## config.mk

```make
export PLATFORM = sky130hd
export DESIGN_NAME = nios2_pio_gen
export DESIGN_NICKNAME = d
export VERILOG_FILES = /design/src/rtl/nios2_pio_pkg.sv /design/src/rtl/nios2_pio_sync.sv /design/src/rtl/nios2_pio_gen.sv
export SDC_FILE = /design/constraint.sdc
export NUM_CORES = 1
export LEC_CHECK = 0
export CAP_MARGIN = 20
export CORE_ASPECT_RATIO = 1.1
export CORE_UTILIZATION = 30
export CTS_CLUSTER_DIAMETER = 100
export DETAILED_ROUTE_END_ITERATION = 8
export HOLD_SLACK_MARGIN = 0.1
export MAX_ROUTING_LAYER = met4
export SLEW_MARGIN = 0
export SYNTH_ARGS = -nofsm -noshare
export SYNTH_HDL_FRONTEND = slang
export SYNTH_HIERARCHICAL = 1
export SYNTH_SLANG_ARGS = --single-unit
```

## constraint.sdc

```tcl
create_clock -name clk -period 1.6 [get_ports clk]
set_clock_uncertainty 0.1 [all_clocks]
set_input_delay 0.32 -clock clk [delete_from_list [all_inputs] [get_ports clk]]
set_output_delay 0.32 -clock clk [all_outputs]
set_load 0.01 [all_outputs]
```

## src/rtl/nios2_pio_pkg.sv

```systemverilog
// Shared constants for the Nios II parallel I/O peripheral: register offsets
// and edge-capture selector encodings.
package nios2_pio_pkg;

  localparam logic [2:0] PIO_ADDR_DATA      = 3'd0;
  localparam logic [2:0] PIO_ADDR_DIRECTION = 3'd1;
  localparam logic [2:0] PIO_ADDR_IRQMASK   = 3'd2;
  localparam logic [2:0] PIO_ADDR_EDGECAP   = 3'd3;
  localparam logic [2:0] PIO_ADDR_OUTSET    = 3'd4;
  localparam logic [2:0] PIO_ADDR_OUTCLEAR  = 3'd5;

  localparam int unsigned PIO_EDGE_RISE = 0;
  localparam int unsigned PIO_EDGE_FALL = 1;
  localparam int unsigned PIO_EDGE_ANY  = 2;

endpackage

```

## src/rtl/nios2_pio_sync.sv

```systemverilog
// Input synchroniser chain plus one history flop; produces the synchronised
// pin value and a per-bit edge pulse of the selected polarity.
module nios2_pio_sync
  import nios2_pio_pkg::*;
#(
  parameter int unsigned WIDTH       = 11,
  parameter int unsigned SYNC_STAGES = 2,
  parameter int unsigned EDGE_TYPE   = PIO_EDGE_RISE
) (
  input  logic             clk,
  input  logic             reset,
  input  logic [WIDTH-1:0] pio_in,
  output logic [WIDTH-1:0] in_sync,
  output logic [WIDTH-1:0] edge_pulse
);

  logic [WIDTH-1:0] sync_q [SYNC_STAGES];
  logic [WIDTH-1:0] in_prev;

  // NOTE: sequential state uses non-blocking assignments so every flop in the
  // chain samples its predecessor's value from before the clock edge.
  always_ff @(posedge clk) begin
    if (reset) begin
      for (int i = 0; i < SYNC_STAGES; i++) sync_q[i] <= '0;
      in_prev <= '0;
    end else begin
      sync_q[0] <= pio_in;
      for (int i = 1; i < SYNC_STAGES; i++) sync_q[i] <= sync_q[i-1];
      in_prev <= sync_q[SYNC_STAGES-1];
    end
  end

  assign in_sync = sync_q[SYNC_STAGES-1];

  // NOTE: the default assignment first keeps this block purely combinational.
  always_comb begin
    edge_pulse = in_sync & ~in_prev;
    if (EDGE_TYPE == PIO_EDGE_FALL)     edge_pulse = ~in_sync & in_prev;
    else if (EDGE_TYPE == PIO_EDGE_ANY) edge_pulse = in_sync ^ in_prev;
  end

endmodule

```

## src/rtl/nios2_pio_gen.sv

```systemverilog
// Parametrised bidirectional PIO on the Avalon-MM bus: register file, read
// mux with one-cycle latency, edge capture and maskable level interrupt.
module nios2_pio_gen
  import nios2_pio_pkg::*;
#(
  parameter int unsigned      WIDTH       = 11,
  parameter logic [WIDTH-1:0] RESET_VALUE = '0,
  parameter logic [WIDTH-1:0] RESET_DIR   = '0,
  parameter int unsigned      EDGE_TYPE   = PIO_EDGE_RISE,
  parameter int unsigned      SYNC_STAGES = 2
) (
  input  logic             clk,
  input  logic             reset,
  input  logic [2:0]       address,
  input  logic             chipselect,
  input  logic             write_n,
  input  logic             read_n,
  input  logic [31:0]      writedata,
  output logic [31:0]      readdata,
  input  logic [WIDTH-1:0] pio_in,
  output logic [WIDTH-1:0] out_port,
  output logic [WIDTH-1:0] oe,
  output logic             irq
);

  logic [WIDTH-1:0] data_out, dir, irqmask, edgecap;
  logic [WIDTH-1:0] in_sync, edge_pulse, wdata, ec_clear;
  logic [31:0]      rd_word;
  logic             wr_en, rd_en;
  logic             unused_writedata;

  assign wr_en    = chipselect && !write_n;
  assign rd_en    = chipselect && !read_n;
  assign wdata    = writedata[WIDTH-1:0];
  assign ec_clear = (wr_en && address == PIO_ADDR_EDGECAP) ? wdata : '0;
  // Bits of writedata above WIDTH are deliberately ignored.
  assign unused_writedata = ^{1'b0, writedata};

  nios2_pio_sync #(
    .WIDTH      (WIDTH),
    .SYNC_STAGES(SYNC_STAGES),
    .EDGE_TYPE  (EDGE_TYPE)
  ) u_sync (
    .clk       (clk),
    .reset     (reset),
    .pio_in    (pio_in),
    .in_sync   (in_sync),
    .edge_pulse(edge_pulse)
  );

  always_comb begin
    rd_word = '0;
    case (address)
      PIO_ADDR_DATA:      rd_word[WIDTH-1:0] = (dir & data_out) | (~dir & in_sync);
      PIO_ADDR_DIRECTION: rd_word[WIDTH-1:0] = dir;
      PIO_ADDR_IRQMASK:   rd_word[WIDTH-1:0] = irqmask;
      PIO_ADDR_EDGECAP:   rd_word[WIDTH-1:0] = edgecap;
      default:            rd_word = '0;
    endcase
  end

  always_ff @(posedge clk) begin
    if (reset) begin
      data_out <= RESET_VALUE;
      dir      <= RESET_DIR;
      irqmask  <= '0;
      edgecap  <= '0;
      readdata <= '0;
      irq      <= 1'b0;
    end else begin
      irq     <= |(edgecap & irqmask);
      // A fresh edge overrides a simultaneous write-1-to-clear.
      edgecap <= (edgecap & ~ec_clear) | edge_pulse;
      if (rd_en) readdata <= rd_word;
      if (wr_en) begin
        case (address)
          PIO_ADDR_DATA:      data_out <= wdata;
          PIO_ADDR_DIRECTION: dir      <= wdata;
          PIO_ADDR_IRQMASK:   irqmask  <= wdata;
          PIO_ADDR_OUTSET:    data_out <= data_out | wdata;
          PIO_ADDR_OUTCLEAR:  data_out <= data_out & ~wdata;
          default: ;
        endcase
      end
    end
  end

  assign out_port = data_out;
  assign oe       = dir;

endmodule

```

==> flow_summary_export.csv, run 1 <==
group,metric,value,unit
outcome,outcome,"complete, no violations",
grt,first_global_vias,2945,
critical_path,cp_slowest_stage_delay,0.53,ns
clock_network,holdBufCountCts,0,
synthesis,synth_compound_area_share,23.5,%
power_and_ir_drop,irDropWorstVdd,608,uV
critical_path,cp_slowest_cell,"clkdlybuf4s50_1",
flow_run,maxCapViolations,0,
synthesis,yosysSeqAreaShare,46.3,%
drt,drt_iter0_markers,223,
sta,drv_slew,0,
sta,rsz0062_at_grt,"yes",
sta,timing.fmax,639,MHz
power_and_ir_drop,total_leakage_power,2.02,nW
grt,grt_max_degree,44,
synthesis,synth-simple-area-share,15.2,%
floorplanning,io_pins,106,
final_layout,area_growth,28.3,%
sta,finalCritPeriodShare,97.8,%
clock_network,htree_levels,3,
floorplanning,fp.dieW,110,um
critical_path,cp_max_fo,11,
critical_path,start_kind,"primary input",
synthesis,syn_area,3850,sq um
floorplanning,start_util,30.7,%
placed_design,place_congestion,0.821,
drt,dr.pass1.iters,4,
synthesis,synth-seq-cells,89,
final_layout,num_antenna_cells,0,
drt,finalWirelength,9850,um
critical_path,crit_family,"buffers and inverters",
critical_path,crit_chain,"clkdlybuf4s50_1 > buf_4 > nand2b_1 > buf_12 > o211ai_1 > a32o_2",
synthesis,synthMuxAreaShare,3.22,%
synthesis,syn_area_per_cell,9.50,sq um
placed_design,place_area,4650,sq um
sta,period_needed,1.56,ns
drt,antenna_left,0,
final_layout,fillers,1256,
floorplanning,die_y,121,um
final_layout,final_cell_area,4940,sq um
final_layout,layout_common_cells,"dfxtp_1 (87), nor2b_1 (44), dlygate4sd2_1 (35)",
clock_network,cts.sinks,89,
final_layout,multiInputGateArea,1700,sq um
placed_design,hpwl,7040,um
power_and_ir_drop,power.density,1020,nW/um^2
clock_network,root_buffer,"clkbuf_16",
critical_path,arrival,1.69,ns
critical_path,cp-end-kind,"flop",
synthesis,synth_top_family_by_area,"compound AO/OA/AOI/OAI gates",
final_layout,final_common_cell,"dfxtp_1",
hold_path,hp-class,"flop to flop",
floorplanning,coreArea,12500,sq um
clock_network,clk_path_buf_depth,2,
critical_path,worstSetupPathType,"primary input to flop",
grt,grt_overflow,0,
sta,relSlewSlack,64.2,%
sta,setup_tns,0,ns
synthesis,syn_inst,405,
clock_network,clock_latency,0.34,ns
grt,antenna_found_initial,0,
placed_design,port_buffers,63,
synthesis,synthAdderAreaFrac,0,%
clock_network,cts_buffers,9,
synthesis,synth_warnings,6,
final_layout,nets,518,
sta,worst-slew-pin-transition,0.536,ns
grt,gr-usage-all-layers,16.1,%
critical_path,crit_buf_inv,3,
synthesis,yosysUniqueCellTypes,34,
sta,finalSetupViolations,0,
clock_network,cts_tree,"yes",
clock_network,post-cts-setup-buffer-count,0,
power_and_ir_drop,totalPowerFinal,5.04,mW
synthesis,synth_xor_area_share,0.228,%
clock_network,cts.clk_slew.worst_paths,0.06,ns
final_layout,layout-drive-gt1-share,15.0,%
floorplanning,fp.dieArea,13300,sq um
final_layout,regArea,1780,sq um
drt,wl_per_cell,15.7,um
drt,drcViolationCount,0,
grt,grt_pass1_wl,15600,um
final_layout,final_core_utilization,39.4,%
floorplanning,rows,43,
drt,detail_route.vias_per_cell,4.88,
drt,vias,3067,
critical_path,cp.required,1.73,ns
sta,finalHoldViolations,0,
==> worst reg2reg max path: cells and delay by family, from the launching register on <==
| family | cells | cell delay [ns] |
|---|---|---|
| DFF | 1 | 0.34 |
| AOI/OAI and AO/OA | 3 | 0.62 |
==> cell families (layout without fill, tap and decap cells) <==
| kind of cell | after synthesis | after routing |
|---|---|---|
| xor+xnor | 1 | 1 |
| simple gates | 91 | 91 |
| flops | 89 | 89 |
| compound gates | 138 | 138 |
| mux | 11 | 11 |
| other cells | 1 | 21 |
| buf+inv | 74 | 121 |
==> path summary, 6_finish.rpt <==
kind	from	endpoint	slack (ns)	cells past startpoint
max	address[1]	out_port[5]$_SDFFE_PP0P_	0.04	6
min	u_sync/sync_q[0][0]$_SDFF_PP0_	u_sync/sync_q[0][11]$_SDFF_PP0_	0.34	1
max reg2reg	edgecap[1]$_SDFF_PP0_	irq$_SDFF_PP0_	0.42	3
min reg2reg	u_sync/sync_q[0][0]$_SDFF_PP0_	u_sync/sync_q[0][11]$_SDFF_PP0_	0.34	1
==> what timing repair did <==
item                                    CTS  global route
cloned                                    0             0
endpoints found under the hold margin     0             0
endpoints found under the setup margin   45            21
gates resized for setup                  38             8
==> where the power goes <==
group / internal, mW / switching (mW) / leakage, nW
clock network: 1.45 / 0.804 / 0.157
registers: 2.28 / 0.0385 / 0.726
logic: 0.218 / 0.245 / 1.13
==> state kept, by name, indices dropped and copies added (netlist names) <==
name and cells:
edgecap 11, oe 11, u_sync/in_prev 11, irqmask 11, irq 1, out_port 11
readdata 11, u_sync/sync_q 22
==> cell type report <==
cell class / instances / area share [%]
clock inverters: 2 / 1.22
clock buffers: 14 / 5.35
inverters: 12 / 0.912
well taps: 157 / 3.98
flip-flops and latches: 89 / 36.1
repair buffers: 93 / 18.0
multi-input cells: 262 / 34.4
==> per-stage QoR <==
step	cells	setup slack (ns)	hold slack, ns
floorplan	425	0.159	0.292
global placement	613	-0.348	0.316
detailed placement	613	-0.372	0.327
CTS	629	0.0107	0.341
global route	629	-0.000377	0.350
finish	629	0.0360	0.335
==> cell usage after synthesis <==
| library cell | instances | area [sq um] |
|---|---|---|
| and4bb_2 | 1 | 12.5 |
| or3b_4 | 1 | 11.3 |
| nand2b_1 | 3 | 18.8 |
| o211ai_1 | 11 | 82.6 |
| inv_1 | 12 | 45.0 |
| nor3_4 | 1 | 16.3 |
| nor2_1 | 1 | 3.75 |
| a31oi_1 | 12 | 75.1 |
| a32o_2 | 10 | 113 |
| buf_4 | 35 | 263 |
| dfxtp_1 | 89 | 1780 |
| or2_2 | 1 | 6.26 |
| clkbuf_1 | 11 | 41.3 |
| and3b_1 | 1 | 8.76 |
| buf_2 | 14 | 70.1 |
| a32o_1 | 1 | 10.0 |
| a221oi_1 | 2 | 17.5 |
| conb_1 | 1 | 3.75 |
| a22oi_1 | 11 | 82.6 |
| nor2b_1 | 44 | 275 |
| nand3_1 | 22 | 110 |
| buf_6 | 2 | 22.5 |
| o21ai_0 | 32 | 160 |
| o21ai_1 | 1 | 5.00 |
| xnor2_1 | 1 | 8.76 |
| nor4b_1 | 1 | 8.76 |
| a21oi_1 | 33 | 165 |
| nand3b_1 | 1 | 7.51 |
| and2b_1 | 1 | 7.51 |
| nor3b_1 | 13 | 97.6 |
| o21a_1 | 22 | 165 |
| a22o_1 | 2 | 17.5 |
| mux2_2 | 11 | 124 |
| a222oi_1 | 1 | 10.0 |
==> per-layer routing <==
metal / track usage (%) / wire (um) / up-vias / share of wire, %
met4: 5.50 / 131 / 0 / 1.3
li1: - / - / 1521 / -
met3: 4.26 / 556 / 12 / 5.6
met5: - / 0 / - / 0
met1: 20.5 / 4590 / 1436 / 47
met2: 24.6 / 4570 / 98 / 46
Note: power is estimated with default switching activity, not from simulation.
==> run 2: changes to the inputs <==
--- a/config.mk
+++ b/config.mk
@@ -10,9 +10,10 @@
 export CORE_UTILIZATION = 30
 export CTS_CLUSTER_DIAMETER = 100
 export DETAILED_ROUTE_END_ITERATION = 8
+export GPL_ROUTABILITY_DRIVEN = 0
 export HOLD_SLACK_MARGIN = 0.1
 export MAX_ROUTING_LAYER = met4
-export SLEW_MARGIN = 0
+export SLEW_MARGIN = 20
 export SYNTH_ARGS = -nofsm -noshare
 export SYNTH_HDL_FRONTEND = slang
 export SYNTH_HIERARCHICAL = 1
==> results of run 2 <==
Same layout as run 1: the final DEF is identical, and so are final timing and power.
